File: config.mk
export PLATFORM = sky130hd
export DESIGN_NAME = wb_ram_arbiter
export DESIGN_NICKNAME = d
export VERILOG_FILES = /design/src/rtl/wb_ram_arbiter.sv
export SDC_FILE = /design/constraint.sdc
export NUM_CORES = 1
export LEC_CHECK = 0
export CAP_MARGIN = 20
export CELL_PAD_IN_SITES_DETAIL_PLACEMENT = 1
export CELL_PAD_IN_SITES_GLOBAL_PLACEMENT = 1
export CORE_AREA = 2 2 170 172
export DETAILED_ROUTE_END_ITERATION = 12
export DIE_AREA = 0 0 172 174
export GPL_TIMING_DRIVEN = 0
export PLACE_DENSITY_LB_ADDON = 0.1
export SETUP_SLACK_MARGIN = 0.05
export SLEW_MARGIN = 20
export SYNTH_ARGS = -nofsm -noshare
export SYNTH_HDL_FRONTEND = slang
export SYNTH_SLANG_ARGS = --single-unit
File: constraint.sdc
create_clock -name wb_clk_i -period 1.88 [get_ports wb_clk_i]
set_input_delay 0.376 -clock wb_clk_i [delete_from_list [all_inputs] [get_ports wb_clk_i]]
set_output_delay 0.376 -clock wb_clk_i [all_outputs]
set_load 0.02 [all_outputs]
File: src/rtl/wb_ram_arbiter.sv
// wb_ram_arbiter: round-robin Wishbone B3 RAM arbiter, grant 1 cycle after request, combinational data path, owner stalls on slave ack.
// Grant held for the whole cyc window; optional WB_RAM_ARB_TIMEOUT_EN errors a stalled owner and drains until it drops cyc.
module wb_ram_arbiter #(
  parameter int NUM_M          = 3,
  parameter int AW             = 32,
  parameter int TIMEOUT_CYCLES = 255
) (
  input  logic                wb_clk_i,
  input  logic                wb_rst_i,
  input  logic [NUM_M*AW-1:0] m_adr_i,
  input  logic [NUM_M*32-1:0] m_dat_i,
  input  logic [NUM_M*4-1:0]  m_sel_i,
  input  logic [NUM_M-1:0]    m_we_i,
  input  logic [NUM_M-1:0]    m_cyc_i,
  input  logic [NUM_M-1:0]    m_stb_i,
  input  logic [NUM_M*3-1:0]  m_cti_i,
  output logic [NUM_M*32-1:0] m_dat_o,
  output logic [NUM_M-1:0]    m_ack_o,
  output logic [NUM_M-1:0]    m_err_o,
  output logic [AW-1:0]       s_adr_o,
  output logic [31:0]         s_dat_o,
  output logic [3:0]          s_sel_o,
  output logic                s_we_o,
  output logic                s_cyc_o,
  output logic                s_stb_o,
  output logic [2:0]          s_cti_o,
  input  logic [31:0]         s_dat_i,
  input  logic                s_ack_i,
  input  logic                s_err_i,
  output logic [NUM_M-1:0]    grant_o
);

  localparam int IW = (NUM_M > 1) ? $clog2(NUM_M) : 1;

  if (TIMEOUT_CYCLES < 2 || TIMEOUT_CYCLES > 65535 || NUM_M < 2) begin : g_bad_param
    $error("wb_ram_arbiter: TIMEOUT_CYCLES must be 2..65535 and NUM_M at least 2");
  end

  typedef struct packed {
    logic [AW-1:0] adr;
    logic [31:0]   dat;
    logic [3:0]    sel;
    logic          we;
    logic [2:0]    cti;
  } wb_req_t;

`ifdef WB_RAM_ARB_TIMEOUT_EN
  typedef enum logic [1:0] {IDLE = 2'd0, OWN = 2'd1, DRAIN = 2'd2} state_t;
`else
  typedef enum logic [1:0] {IDLE = 2'd0, OWN = 2'd1} state_t;
`endif

  state_t           state, state_nxt;
  logic [NUM_M-1:0] grant, grant_nxt;
  logic [IW-1:0]    last, last_nxt;
  logic [IW-1:0]    win;
  logic             win_vld;
  logic             own_cyc, own_stb;
  wb_req_t          req_own;

  // Rotating priority: first requester strictly after the previous winner.
  always_comb begin
    int j;
    j       = 0;
    win     = '0;
    win_vld = 1'b0;
    for (int i = 1; i <= NUM_M; i++) begin
      j = (int'(last) + i) % NUM_M;
      if (!win_vld && m_cyc_i[IW'(j)]) begin
        win     = IW'(j);
        win_vld = 1'b1;
      end
    end
  end

  // The one-hot grant doubles as the mux select, so an idle bus routes zeros.
  always_comb begin
    req_own = '0;
    for (int k = 0; k < NUM_M; k++) begin
      if (grant[k]) begin
        req_own.adr = m_adr_i[k*AW +: AW];
        req_own.dat = m_dat_i[k*32 +: 32];
        req_own.sel = m_sel_i[k*4 +: 4];
        req_own.we  = m_we_i[k];
        req_own.cti = m_cti_i[k*3 +: 3];
      end
    end
  end

  assign own_cyc = |(grant & m_cyc_i);
  assign own_stb = |(grant & m_stb_i);

`ifdef WB_RAM_ARB_TIMEOUT_EN
  logic [15:0] to_cnt;
  logic        to_hit;

  assign to_hit = (state == OWN) && (to_cnt == 16'(TIMEOUT_CYCLES));

  always_ff @(posedge wb_clk_i) begin
    if (wb_rst_i || state_nxt != OWN || s_ack_i || s_err_i) begin
      to_cnt <= '0;
    end else if (s_stb_o) begin
      to_cnt <= to_cnt + 16'd1;
    end
  end
`endif

  always_comb begin
    state_nxt = state;
    grant_nxt = grant;
    last_nxt  = last;
    s_cyc_o   = 1'b0;
    s_stb_o   = 1'b0;
    m_ack_o   = '0;
    m_err_o   = '0;
    case (state)
      IDLE: begin
        if (win_vld) begin
          grant_nxt = NUM_M'(1) << win;
          last_nxt  = win;
          state_nxt = OWN;
        end
      end
      OWN: begin
        s_cyc_o = own_cyc;
        s_stb_o = own_stb;
        m_ack_o = grant & {NUM_M{s_ack_i}};
        m_err_o = grant & {NUM_M{s_err_i}};
`ifdef WB_RAM_ARB_TIMEOUT_EN
        if (to_hit) begin
          s_cyc_o = 1'b0;
          s_stb_o = 1'b0;
          m_ack_o = '0;
          m_err_o = grant;
        end
`endif
        if (!own_cyc) begin
          grant_nxt = '0;
          state_nxt = IDLE;
        end
`ifdef WB_RAM_ARB_TIMEOUT_EN
        else if (to_hit) begin
          state_nxt = DRAIN;
        end
`endif
      end
`ifdef WB_RAM_ARB_TIMEOUT_EN
      DRAIN: begin
        if (!own_cyc) begin
          grant_nxt = '0;
          state_nxt = IDLE;
        end
      end
`endif
      default: begin
        grant_nxt = '0;
        state_nxt = IDLE;
      end
    endcase
    // Reset silences the slave and the masters in the cycle it is asserted.
    if (wb_rst_i) begin
      s_cyc_o = 1'b0;
      s_stb_o = 1'b0;
      m_ack_o = '0;
      m_err_o = '0;
    end
  end

  always_ff @(posedge wb_clk_i) begin
    if (wb_rst_i) begin
      state <= IDLE;
      grant <= '0;
      last  <= IW'(NUM_M - 1);
    end else begin
      state <= state_nxt;
      grant <= grant_nxt;
      last  <= last_nxt;
    end
  end

  assign s_adr_o = req_own.adr;
  assign s_dat_o = req_own.dat;
  assign s_sel_o = req_own.sel;
  assign s_we_o  = req_own.we;
  assign s_cti_o = req_own.cti;
  assign m_dat_o = {NUM_M{s_dat_i}};
  assign grant_o = grant;

endmodule

# After elaboration in Yosys (flattened, before gate mapping)
# Cells that the tools add are included.
[op_classes]
shifts = 1
n_bitwise = 4
eq_ne = 3
n_mux = 32
order_cmp = 3
n_addsub = 3
reduce_logical = 9
div_mod_pow = 3
[ops]
columns = ["operator", "n"]
rows = [
  ["two-way mux 72 bit", 3],
  ["remainder unit 32 x 3 -> 32 bit (second input constant)", 3],
  ["two-way mux 3 bit", 6],
  ["two-way mux 1 bit", 13],
  ["bitwise AND 3 bit", 4],
  ["less-than comparator 2 x 4 -> 1 bit (second input constant)", 3],
  ["two-way mux 2 bit", 5],
  ["adder 2 x 2 -> 3 bit (second input constant)", 2],
  ["binary-select mux 1 bit (select 2 bit)", 3],
  ["one-hot mux 3 bit (2 select lines)", 1],
  ["OR reduction 3 bit", 2],
  ["inequality test 2 bit (second input constant)", 2],
  ["one-hot mux 2 bit (2 select lines)", 1],
  ["AND reduction 2 bit", 2],
  ["adder 2 x 1 -> 3 bit (second input constant)", 1],
  ["<< shifter 1 x 2 -> 3 bit (first input constant)", 1],
  ["== test 2 x 1 -> 1 bit (second input constant)", 1],
  ["logical AND 1 bit", 2],
  ["zero test 1 bit", 2],
  ["zero test 2 bit", 1],
]
[word_totals]
word_cells = 61
reg_bits = 7

# Longest topological paths before layout
[depth]
depth_word = 15
depth_mapped = 9
mapped_depth_nobuf = 8

# Least setup slack after synthesis
# No wires, ideal clock.
[synth_path]
path_kind = "reg2out"
from = "register grant[1], in the netlist grant_o[1]"
to = "output port s_adr_o[10]"
n_path_buf = 3
slack_ns = -0.226
arrival_time_ns = 1.730
t_required_ns = 1.504
path_stages_with_launch = 6
path_cell_list = "dfxtp_1 -> clkbuf_1 -> buf_2 -> clkbuf_1 -> a22oi_1 -> o21ai_0"
[synth_between]
elab_chain_len = 2
[synth_lines]
columns = ["element", "line", "rtl"]
rows = [
  ["start, declared", "54", "logic [NUM_M-1:0] grant, grant_nxt;"],
  ["start signal, assigned", "176", "grant <= grant_nxt;"],
  ["two-way mux 72 bit (2 in series)", "80", "if (grant[k]) begin"],
  ["end, declared", "20", "output logic [AW-1:0] s_adr_o,"],
]
# Every way passes these cells.

# Worst setup path in the final report
[layout_path]
from = "register grant[0], in the netlist grant_o[0]"
to = "output port s_dat_o[2]"
[layout_between]
elab_chain_len = 3
[layout_lines]
columns = ["element", "line", "rtl"]
rows = [
  ["two-way mux 72 bit (3 in series)", "80", ""],
  ["end, declared", "21", "output logic [31:0] s_dat_o,"],
]
# Every way passes these cells.

==> impl_metrics.tcl <==
set metrics [dict create \
    grt_pass1_wl_um 31730 \
    boundaryPins 437 \
    cp.arrival_ps 1530 \
    cp-start-kind "register" \
    routedWlPerCell_um 18.45 \
    drc 0 \
    numCtsBuffers 3 \
    max_stage_delay_ps 360 \
    hold_violations 0 \
    port_buffers 404 \
    synth_cells 413 \
    yosys.area.top_type "buf_4" \
    status "finished with violations" \
    cts_root_buf "clkbuf_16" \
    detail_route.iter0.violations 106 \
    clock-sinks 6 \
    rsz0062_at_grt "yes" \
    fin_crit_ps 1907 \
    cp.required_ps 1500 \
    tightest_slew_ps 442.0 \
    diodes 0 \
    viasPerCell 3.816 \
    cp-end-kind "output pin" \
    max_freq_mhz 524.3 \
    cts_tree "done" \
    worstPathCellList "nor2b_4 -> buf_12 -> clkbuf_16 -> a22oi_2 -> o21ai_2 -> buf_6" \
    path_buf_inv 3 \
    dr.pass1.iters 4 \
    num-nets-final 1102 \
    synth_edf_count 0 \
    finalWirelength_um 22560 \
    synth_ff_type "dfxtp_1" \
    dp.cells 1201 \
    grt_overflow 0 \
    synth_top_area_share_pct 28.43 \
    ys_seq_area_share_pct 4.690 \
    grt_max_degree 11 \
    yosysMostFrequentCell "buf_4" \
    place.detailed.hpwl_um 18520 \
    cp_max_fo 8 \
    synth_top_cells_by_count "buf_4, nand2_1, o21ai_0" \
    ys_types 33 \
    syn_area_per_cell_um2 6.201 \
    syn_area_um2 2561 \
    clk-insertion-delay-late_ps 230 \
    area_growth_pct 222.0 \
    ant_nets 0 \
    leakagePower_nw 3.278 \
    layout-drive-gt1-share_pct 44.10 \
    synth_fp_nets 674 \
    cap_violations 0 \
    dpl_cell_area_um2 7357 \
    max-clock-path-buffers 2 \
    rows 62 \
    synth_warnings 0 \
    fin_tns_setup_ps -115.6 \
    finalNonFillerCells 1223 \
    antenna_found_initial 0 \
    htreeDepth 1 \
    critical_path.top_delay_family "buffers and inverters" \
    dpl_worst_slack_ps -1422 \
    slew_headroom_pct 70.40 \
    synth-async-reset-ratio_pct 0 \
    drv_slew 0 \
    finClkSkew_ps 0.4218 \
    grt_pass1_vias 5027 \
    start_util_pct 9.070 \
    final_area_um2 8247 \
    cts.clk_slew.worst_paths_ps 30 \
    die_y_um 174 \
    path_class "register to output pin" \
    irDropWorstVdd_v 0.0003537 \
    power_density_nw_per_um2 1178 \
    synthTopCellsByArea "buf_4, a22oi_1, o21ai_0" \
    period_share_pct 101.5 \
    min_path_type "primary input to register" \
    slowest_stage "dfxtp_4" \
    core_um2 28240 \
    fp.dieArea_um2 29930 \
    grt_usage_pct 13.86 \
    place_congestion 0.7621 \
    num_vias 4667 \
    yosys_register_bits 6 \
    holdWs_ps 449.1 \
    violations "setup timing" \
    fin_ws_ps -27.40 \
    die_w_um 172 \
    setup_violations 8 \
]
==> metrics by stage <==
step | total power, W | util [%]
after floorplan | 0.004242 | -
after global placement | 0.007721 | 26.05
after detailed placement | 0.007765 | 26.05
after CTS | 0.009328 | 28.27
after global routing | 0.01039 | 29.21
final | 0.009718 | 29.21
==> power by group <==
part,internal [W],total [W],switching (W)
logic,0.00440,0.00908,0.00468
clock network,0.000273,0.000348,0.0000751
registers,0.000206,0.000287,0.0000807
total,0.00488,0.00972,0.00484
==> path summary, 6_finish.rpt <==
path	start	endpoint	slack, ps	cells past startpoint
max reg2reg	last[0]$_SDFFE_PP0P_	last[0]$_SDFFE_PP0P_	30	8
min	wb_rst_i	grant_o[1]$_SDFFE_PP0P_	450	2
max	grant_o[0]$_SDFFE_PP0P_	s_dat_o[2]	-30	6
min reg2reg	grant_o[0]$_SDFFE_PP0P_	grant_o[0]$_SDFFE_PP0P_	560	2
==> sequential cells by signal, summed over array words and instances (netlist names) <==
register and flops:
last 2, state 1, grant_o 3
==> area by class of cell <==
class / instances / area [µm²]
Buffer: 129 / 1117
Clock buffer: 3 / 75.07
Fill cell: 3328 / 19990
Inverter: 6 / 22.52
Multi-Input combinational cell: 269 / 2120
Sequential cell: 6 / 136.4
Tap cell: 384 / 480.5
Timing Repair Buffer: 426 / 4295
==> cell usage in the layout, fill, tap and decap left out, types with 7 or more instances in the layout <==
cell type / instances
a22oi_1: 37
a22oi_2: 36
clkbuf_8: 7
clkbuf_2: 11
clkdlybuf4s50_1: 319
nand2_1: 79
o21ai_2: 70
buf_6: 63
buf_4: 128
clkbuf_16: 10
==> kinds of logic (layout without fill, tap and decap cells) <==
group	count (synthesis)	count (layout)	share of synthesized area [%]
compound gates	167	167	42.01
buf+inv	138	564	35.08
simple gates	97	97	15.97
flops	6	6	4.690
fa+ha+maj	3	3	1.466
mux	2	2	0.7817
==> what timing repair did <==
action | CTS | global route
pin swaps | 25 | 29
cloned | 4 | 2
endpoints found under the setup margin | 86 | 87
gates resized for setup | 557 | 69
setup buffers | 11 | 5
hold buffers | 0 | 0
==> per-layer routing <==
| layer | wire, µm | GRT usage [%] | vias to the layer above |
|---|---|---|---|
| li1 | - | - | 2238 |
| met1 | 8192 | 15.03 | 2191 |
| met2 | 12340 | 27.74 | 230 |
| met3 | 1860 | 3.256 | 8 |
| met4 | 172 | 1.085 | 0 |
| met5 | 0 | 0 | - |
(Power assumes the default switching activity.)
